--- config.mk ---
export PLATFORM = sky130hd
export DESIGN_NAME = reg_file_mux
export DESIGN_NICKNAME = d
export VERILOG_FILES = /design/src/rtl/reg_file_mux.sv
export SDC_FILE = /design/constraint.sdc
export NUM_CORES = 1
export LEC_CHECK = 0
export BUFFER_PORTS_ARGS = -buffer_cell sky130_fd_sc_hd__buf_2
export CORE_ASPECT_RATIO = 1.75
export CORE_MARGIN = 4
export CORE_UTILIZATION = 40
export CTS_CLUSTER_SIZE = 30
export DETAILED_ROUTE_END_ITERATION = 8
export PLACE_DENSITY = 0.64
export RECOVER_POWER = 25
export SLEW_MARGIN = 15
export SYNTH_ARGS = -nofsm -noshare
export SYNTH_HDL_FRONTEND = slang
export SYNTH_SLANG_ARGS = --single-unit
--- constraint.sdc ---
create_clock -name clk -period 3.8 [get_ports clk]
set_clock_uncertainty 0.15 [all_clocks]
set_input_delay 0.76 -clock clk [delete_from_list [all_inputs] [get_ports clk]]
set_output_delay 0.76 -clock clk [all_outputs]
set_load 0.02 [all_outputs]
--- src/rtl/reg_file_mux.sv ---
// Register file with three combinational read ports, write-through bypass and a
// dedicated program-counter register (the last entry) that can self-increment.
module reg_file_mux #(
    parameter int WIDTH   = 32,
    parameter int DEPTH   = 16,
    parameter int AW      = 4,
    parameter int PC_STEP = 4
) (
    input  logic             clk,
    input  logic             reset_n,
    input  logic             we,
    input  logic [AW-1:0]    wa,
    input  logic [WIDTH-1:0] wd,
    input  logic             pc_inc,
    input  logic [AW-1:0]    ra0,
    input  logic [AW-1:0]    ra1,
    input  logic [AW-1:0]    ra2,
    output logic [WIDTH-1:0] rd0,
    output logic [WIDTH-1:0] rd1,
    output logic [WIDTH-1:0] rd2,
    output logic [WIDTH-1:0] pc,
    output logic             rd_valid
);

    // One extra bit so DEPTH itself is representable when DEPTH == 2^AW.
    localparam logic [AW:0]      DEPTH_W = (AW+1)'(DEPTH);
    localparam logic [AW-1:0]    PC_IDX  = AW'(DEPTH - 1);
    localparam logic [WIDTH-1:0] STEP    = WIDTH'(PC_STEP);

    logic [WIDTH-1:0] r_regs [DEPTH];
    logic             r_rd_valid;

    logic             w_wr_hit;
    logic [AW-1:0]    w_ra    [3];
    logic [WIDTH-1:0] w_rd    [3];
    logic [2:0]       w_ra_ok;

    assign w_wr_hit = we && ({1'b0, wa} < DEPTH_W);

    assign w_ra[0] = ra0;
    assign w_ra[1] = ra1;
    assign w_ra[2] = ra2;

    generate
        for (genvar gi = 0; gi < 3; gi++) begin : g_rd_port
            logic [WIDTH-1:0] w_data;

            assign w_ra_ok[gi] = ({1'b0, w_ra[gi]} < DEPTH_W);

            // Bypass sees only general writes; a pending pc_inc is not forwarded.
            always_comb begin
                w_data = '0;
                if (w_wr_hit && (wa == w_ra[gi])) begin
                    w_data = wd;
                end else if (w_ra_ok[gi]) begin
                    w_data = r_regs[w_ra[gi]];
                end
            end

            assign w_rd[gi] = w_data;
        end
    endgenerate

    always_ff @(posedge clk or negedge reset_n) begin
        if (!reset_n) begin
            for (int i = 0; i < DEPTH; i++) begin
                r_regs[i] <= '0;
            end
            r_rd_valid <= 1'b0;
        end else begin
            // A general write to the PC takes priority over the increment.
            if (pc_inc && !(w_wr_hit && (wa == PC_IDX))) begin
                r_regs[DEPTH-1] <= r_regs[DEPTH-1] + STEP;
            end
            if (w_wr_hit) begin
                r_regs[wa] <= wd;
            end
            r_rd_valid <= &w_ra_ok;
        end
    end

    assign rd0      = w_rd[0];
    assign rd1      = w_rd[1];
    assign rd2      = w_rd[2];
    assign pc       = r_regs[DEPTH-1];
    assign rd_valid = r_rd_valid;

endmodule

==> reports/metrics.csv, run 1 <==
stage;metric;value;unit
synthesis;Post-synth EDFFs;0;
synthesis;asr flop ratio synth;100;%
critical_path;WP buf/inv;4;
critical_path;Cell Chain, Critical Path;buf_8 -> buf_16 -> mux4_2 -> nor2b_1 -> a2111oi_1 -> buf_4 -> a211oi_2 -> buf_2;
power;maximum vdd drop;0.332;mV
final_layout;area delta synth->final;16.2;%
place;port buffer count;180;
place;Post-DP HPWL;75.5;mm
detailed_routing;Top Metal Used;met5;
final_layout;layout cells sized above 1;55.1;%
detailed_routing;wl on met1;40.9;mm
global_routing;GRT overflow;0;
clocking;number of CTS-inserted buffers;52;
detailed_routing;DR vias;24100;
critical_path;cell depth of the worst setup path;8;
final_layout;final-stage net count;2589;
synthesis;Synth warnings;0;
global_routing;GRT Total Usage;26.5;%
power;leakage;15.5;nW
die;die area;87700;um2
synthesis;post-synth top area share;38.7;%
die;Die Y;389;um
final_layout;final cell count without fillers;3632;
detailed_routing;drt pass-1 iters;5;
synthesis;Post-synth top flop;dfrtp_1;
detailed_routing;Post-DRT Antenna Nets;0;
die;Top-Level Pins;181;
critical_path;CP delay by family, top;buffers and inverters;
synthesis;Post-Syn Area;33100;um2
detailed_routing;Via density;6.65;
sta;fin crit period;3.82;ns
place;Post-DP Area;36400;um2
hold_path;HP Class;register to register;
synthesis;Yosys cell types;39;
clocking;Clock transition at path regs;0.06;ns
clocking;Clock Path Buffers;3;
global_routing;initial antenna violation count;5;
clocking;CTS tree;done;
synthesis;largest area contributor in the synthesized netlist;dfrtp_1;
synthesis;top-count cell post-synth;dfrtp_1;
sta;Least-Margin Pin Slew;1.76;ns
final_layout;Non-Filler Cell Area, Final;38500;um2
synthesis;register area share after synthesis;38.7;%
clocking;clock sink count;513;
sta;Max-slew headroom;-17.1;%
sta;Hold Violations, Final;0;
critical_path;Critical R2R Capture;pc[16];
sta;fmax;262;MHz
detailed_routing;Final Routed Wirelength;118;mm
critical_path;Worst path max stage delay;0.66;ns
synthesis;synth cell count leaders;dfrtp_1, mux2_2, mux4_2;
place;GP Congestion;0.864;
detailed_routing;Iteration-0 DRC Markers;2128;
detailed_routing;DR WL/cell;32.4;um
critical_path;Reg2Reg Launch Point;pc[6];
global_routing;largest net degree at the start of global routing;95;
synthesis;cell count after synthesis;2385;
sta;Setup violations, final;1;
critical_path;CP required;2.89;ns
power;P per Cell Area;517;nW/um2
critical_path;Worst Path Arrival;2.91;ns
sta;PnR worst setup slack;-0.0240;ns
critical_path;crit start category;primary input;
critical_path;reg-to-reg slack, setup;1.20;ns
place;dpl cells;3536;
die;initial core utilization;40.4;%
final_layout;fin util;46.9;%
synthesis;register bit total from synthesis;513;
critical_path;Worst Path Max Fanout;11;
sta;Hold Slack;0.383;ns
global_routing;first-pass GRT wire length;174;mm
run_status;status;finished, violations left;
clocking;Clock Latency Late Sink;0.63;ns
critical_path;Critical Path End;rd0[16];
sta;fin. max-slew vios;62;
synthesis;syn_nets;2438;
die;Die Wd;226;um
flow_run;# Max-Cap Violations;1;
synthesis;Avg Inst Size Synth;13.9;um2
hold_path;WHS Path Cells;1;
synthesis;Synth area leaders;dfrtp_1, mux4_2, mux2_2, mux2i_1, a2111oi_0;
global_routing;vias in the first global route;25800;
detailed_routing;WL met2;60.6;mm
critical_path;critical path class;primary input to output pin;
detailed_routing;Residual DRC;0;
critical_path;crit path capture type;output pin;
critical_path;Slowest cell on crit path;a2111oi_1;
clocking;Root Buffer;clkbuf_16;
critical_path;CP Launch Point;ra0[0];
sta;Tcrit/Tclk final;101;%
run_status;violated checks;max-capacitance violations, max-slew violations, negative setup slack;
die;core area;82100;um2
clocking;H-tree Lvls;2;
die;Site Rows;139;
sta;TNS Setup;-0.0240;ns
detailed_routing;met3 wire len;8.52;mm
critical_path;worst r2r path cells;5;
-- repair_timing --
item | CTS | global route
gates cloned | 1 | 1
resized for setup | 50 | 69
hold endpoints to repair | 57 | 0
endpoints found under the setup margin | 63 | 65
hold buffers | 1 | 0
setup buffers | 0 | 0
pin swaps | 1 | 2
-- metrics by stage --
stage	setup slack [ns]	total power [mW]
detailed placement	-0.317	14.4
CTS	-0.0595	19.9
global route	-0.00681	20.8
finish	-0.0240	19.9
global placement	-0.451	14.1
floorplan	0.432	12.3
-- sequential cells by signal, indices dropped and copies added (netlist names) --
| register | flops |
|---|---|
| rd_valid | 1 |
| pc | 32 |
| r_regs | 480 |
-- report_power, final --
group	internal, mW	total [mW]	switching, mW
clock network	3.06	5.39	2.33
logic	3.64	6.33	2.69
registers	6.75	8.21	1.46
total	13.4	19.9	6.49
-- cell usage in the layout (no fill, tap or decap), types with 4 or more instances in the layout --
cell type,instances
clkbuf_1,14
and3_1,8
xnor2_1,26
a2111oi_1,38
buf_2,170
a2111oi_2,24
buf_6,5
a211oi_2,18
nor2_4,7
buf_12,49
a211oi_1,75
buf_4,178
mux2i_1,94
nand4_1,4
clkbuf_16,53
xor2_1,14
o21ai_0,24
nand3_1,11
nor4_1,7
mux4_2,387
clkinv_2,10
dfrtp_1,513
nor2b_1,93
nand2_1,54
a2111oi_0,29
bufinv_16,6
mux2_1,17
mux2_2,464
clkbuf_8,7
nor2_1,105
nor3_1,11
-- worst min-delay path by stage --
stage	from	endpoint
2_1_floorplan	reset_n	pc[0]
3_3_place_gp	r_regs[388]	r_regs[388]
3_5_place_dp	r_regs[396]	r_regs[396]
4_1_cts	wd[0]	pc[0]
5_1_grt	wd[27]	pc[27]
6_report	r_regs[396]	r_regs[396]
-- area by class of cell --
type / count / area, um2
inverter: 2 / 7.51
clock inverter: 22 / 290
multi-input combinational: 1548 / 19200
clock buffer: 69 / 1440
tap: 1057 / 1320
timing repair buffer: 419 / 3460
antenna: 2 / 5.00
fill: 7180 / 43600
sequential: 513 / 12800
-- kinds of logic (layout without fill, tap and decap cells) --
| group | Yosys count | in the layout | share of synthesized area, % |
|---|---|---|---|
| multiplexers | 962 | 962 | 45.5 |
| adder cells (fa/ha/maj) | 1 | 1 | 0.0377 |
| other | 1 | 3 | 0.0113 |
| buffers and inverters | 324 | 512 | 4.75 |
| flip-flops | 513 | 513 | 38.7 |
| AO/OA/AOI/OAI | 216 | 216 | 5.03 |
| XOR/XNOR | 40 | 40 | 1.06 |
| AND/OR/NAND/NOR | 328 | 328 | 4.89 |
-- per-layer routing --
layer	track usage, %	vias up
li1	-	9613
met1	30.7	12800
met2	46.1	1270
met3	5.08	447
met4	14.3	4
met5	0	-
No activity file was read; power rests on OpenSTA's default activity.
==> inputs of run 2 (changes only) <==
- PLACE_DENSITY: 0.64 -> 0.66
- clock period: 3.8 -> 3.19 ns (I/O delays scaled with it)
==> run 2 against run 1 <==
Net effect:
- largest cell class unchanged
- non-clock buffer count increased by 244
- final cell count increased by 6.9%
- the run still ends with max-capacitance violations, max-slew violations, negative setup slack left
- via count increased by 7.9%
==> reports/metrics.csv, run 2 (synthesis results as in run 1) <==
stage;metric;value;unit
clocking;H-tree Lvls;2;
run_status;status;finished, violations left;
final_layout;fin util;54.3;%
final_layout;final cell count without fillers;3882;
critical_path;crit path capture type;output pin;
detailed_routing;Iteration-0 DRC Markers;2636;
final_layout;commonest cells after routing, fill and taps aside;dfrtp_1, mux2_2, mux4_2, buf_4, buf_6;
die;die area;87700;um2
critical_path;crit start category;primary input;
sta;TNS Setup;-2.18;ns
final_layout;final-stage net count;2832;
sta;Least-Margin Pin Slew;1.94;ns
sta;Setup violations, final;48;
global_routing;initial antenna violation count;7;
final_layout;max FFs per register;480;
run_status;violated checks;max-capacitance violations, max-slew violations, negative setup slack;
hold_path;HP Class;primary input to register;
clocking;Clock Path Buffers;3;
global_routing;largest net degree at the start of global routing;84;
flow_run;# Max-Cap Violations;1;
die;Top-Level Pins;181;
place;dpl cells;3692;
critical_path;Worst Path Max Fanout;7;
sta;RSZ-0062 raised after global routing;yes;
critical_path;Worst Path Arrival;2.54;ns
clocking;clock sink count;513;
sta;Max-slew headroom;-29.1;%
clocking;number of CTS-inserted buffers;51;
die;Die Wd;226;um
die;initial core utilization;40.4;%
detailed_routing;DR WL/cell;33.0;um
clocking;Clock Latency Late Sink;0.64;ns
detailed_routing;Residual DRC;0;
detailed_routing;drt pass-1 iters;5;
clocking;Root Buffer;clkbuf_16;
clocking;CTS tree;done;
clocking;Clock transition at path regs;0.06;ns
power;leakage;17.8;nW
sta;fmax;300;MHz
die;core area;82100;um2
global_routing;GRT overflow;0;
detailed_routing;Final Routed Wirelength;128;mm
place;GP Congestion;0.918;
place;Post-DP HPWL;81.0;mm
global_routing;GRT Total Usage;28.2;%
die;Die Y;389;um
final_layout;Filler cells;6410;
sta;fin. max-slew vios;59;
final_layout;Top reg by flops;r_regs;
sta;Tcrit/Tclk final;104;%
critical_path;CP required;2.40;ns
sta;Hold Violations, Final;0;
global_routing;first-pass GRT wire length;184;mm
sta;PnR worst setup slack;-0.140;ns
detailed_routing;DR vias;26000;
detailed_routing;Post-DRT Antenna Nets;0;
power;P per Cell Area;581;nW/um2
place;port buffer count;180;
final_layout;commonest non-fill, non-tap cell in the layout;dfrtp_1;
global_routing;vias in the first global route;27600;
detailed_routing;Via density;6.71;
die;Site Rows;139;
sta;fin crit period;3.33;ns
power;maximum vdd drop;0.380;mV
final_layout;layout cells sized above 1;67.1;%
final_layout;area delta synth->final;34.6;%
critical_path;critical path class;primary input to output pin;
run 2: worst max-delay path, stage by stage:
cell	delay [ns]
buf_16	0.13
xor2_2	0.18
nor3_2	0.23
and3_4	0.24
buf_12	0.13
buf_16	0.15
buf_12	0.14
buf_12	0.13
a2111oi_4	0.05
a211oi_2	0.31
buf_4	0.21
run 2: repair_timing:
item                                    CTS  global route
gates resized for setup                 578           276
cloned                                   17             5
hold buffers                              1             0
endpoints found under the hold margin    50             0
endpoints found under the setup margin   96            94
pin swaps                               106           131
buffers inserted                         55            66
run 2: power by group:
group / total, mW / switching, mW / internal [mW]
clock network: 6.64 / 2.81 / 3.84
registers: 9.85 / 1.81 / 8.04
logic: 9.43 / 4.02 / 5.41
run 2: cell type report:
cell class / instances / area [um2] / area share, %
multi-input cells: 1548 / 21700 / 48.6
flip-flops and latches: 513 / 12800 / 28.8
repair buffers: 663 / 6930 / 15.5
clock buffers: 69 / 1490 / 3.33
well taps: 1057 / 1320 / 2.96
clock inverters: 26 / 334 / 0.749
diodes: 4 / 10.0 / 0.0224
inverters: 2 / 7.51 / 0.0168
run 2: layer usage:
metal	vias to the layer above	GRT usage [%]	wire length (um)	share of wire (%)
li1	10100	-	-	-
met1	13700	31.6	42300	33
met2	1694	48.5	65200	51
met3	599	5.30	9960	7.8
met4	2	19.3	10800	8.4
met5	-	0	7	0.0055
run 2: final timing paths:
check,end,startpoint,slack [ns],cells after the start
hold / removal,r_regs[242],wd[18],0.19,2
setup reg to reg,pc[31],pc[7],0.52,5
min in group asynchronous,r_regs[317],reset_n,0.93,2
max in group asynchronous,r_regs[102],reset_n,0.27,3
hold reg to reg,r_regs[396],r_regs[396],0.39,1
setup / recovery,rd0[19],ra0[0],-0.14,11
run 2: stage by stage:
step	power [mW]	setup slack, ns	hold WS [ns]	instance area, um2
after detailed placement	17.4	-0.686	0.378	37600
after CTS	25.3	-0.143	0.166	42900
after floorplan	14.6	0.0662	0.192	33100
after global placement	17.0	-0.664	0.349	37600
after global routing	26.8	-0.155	0.199	44600
final	25.9	-0.140	0.188	44600
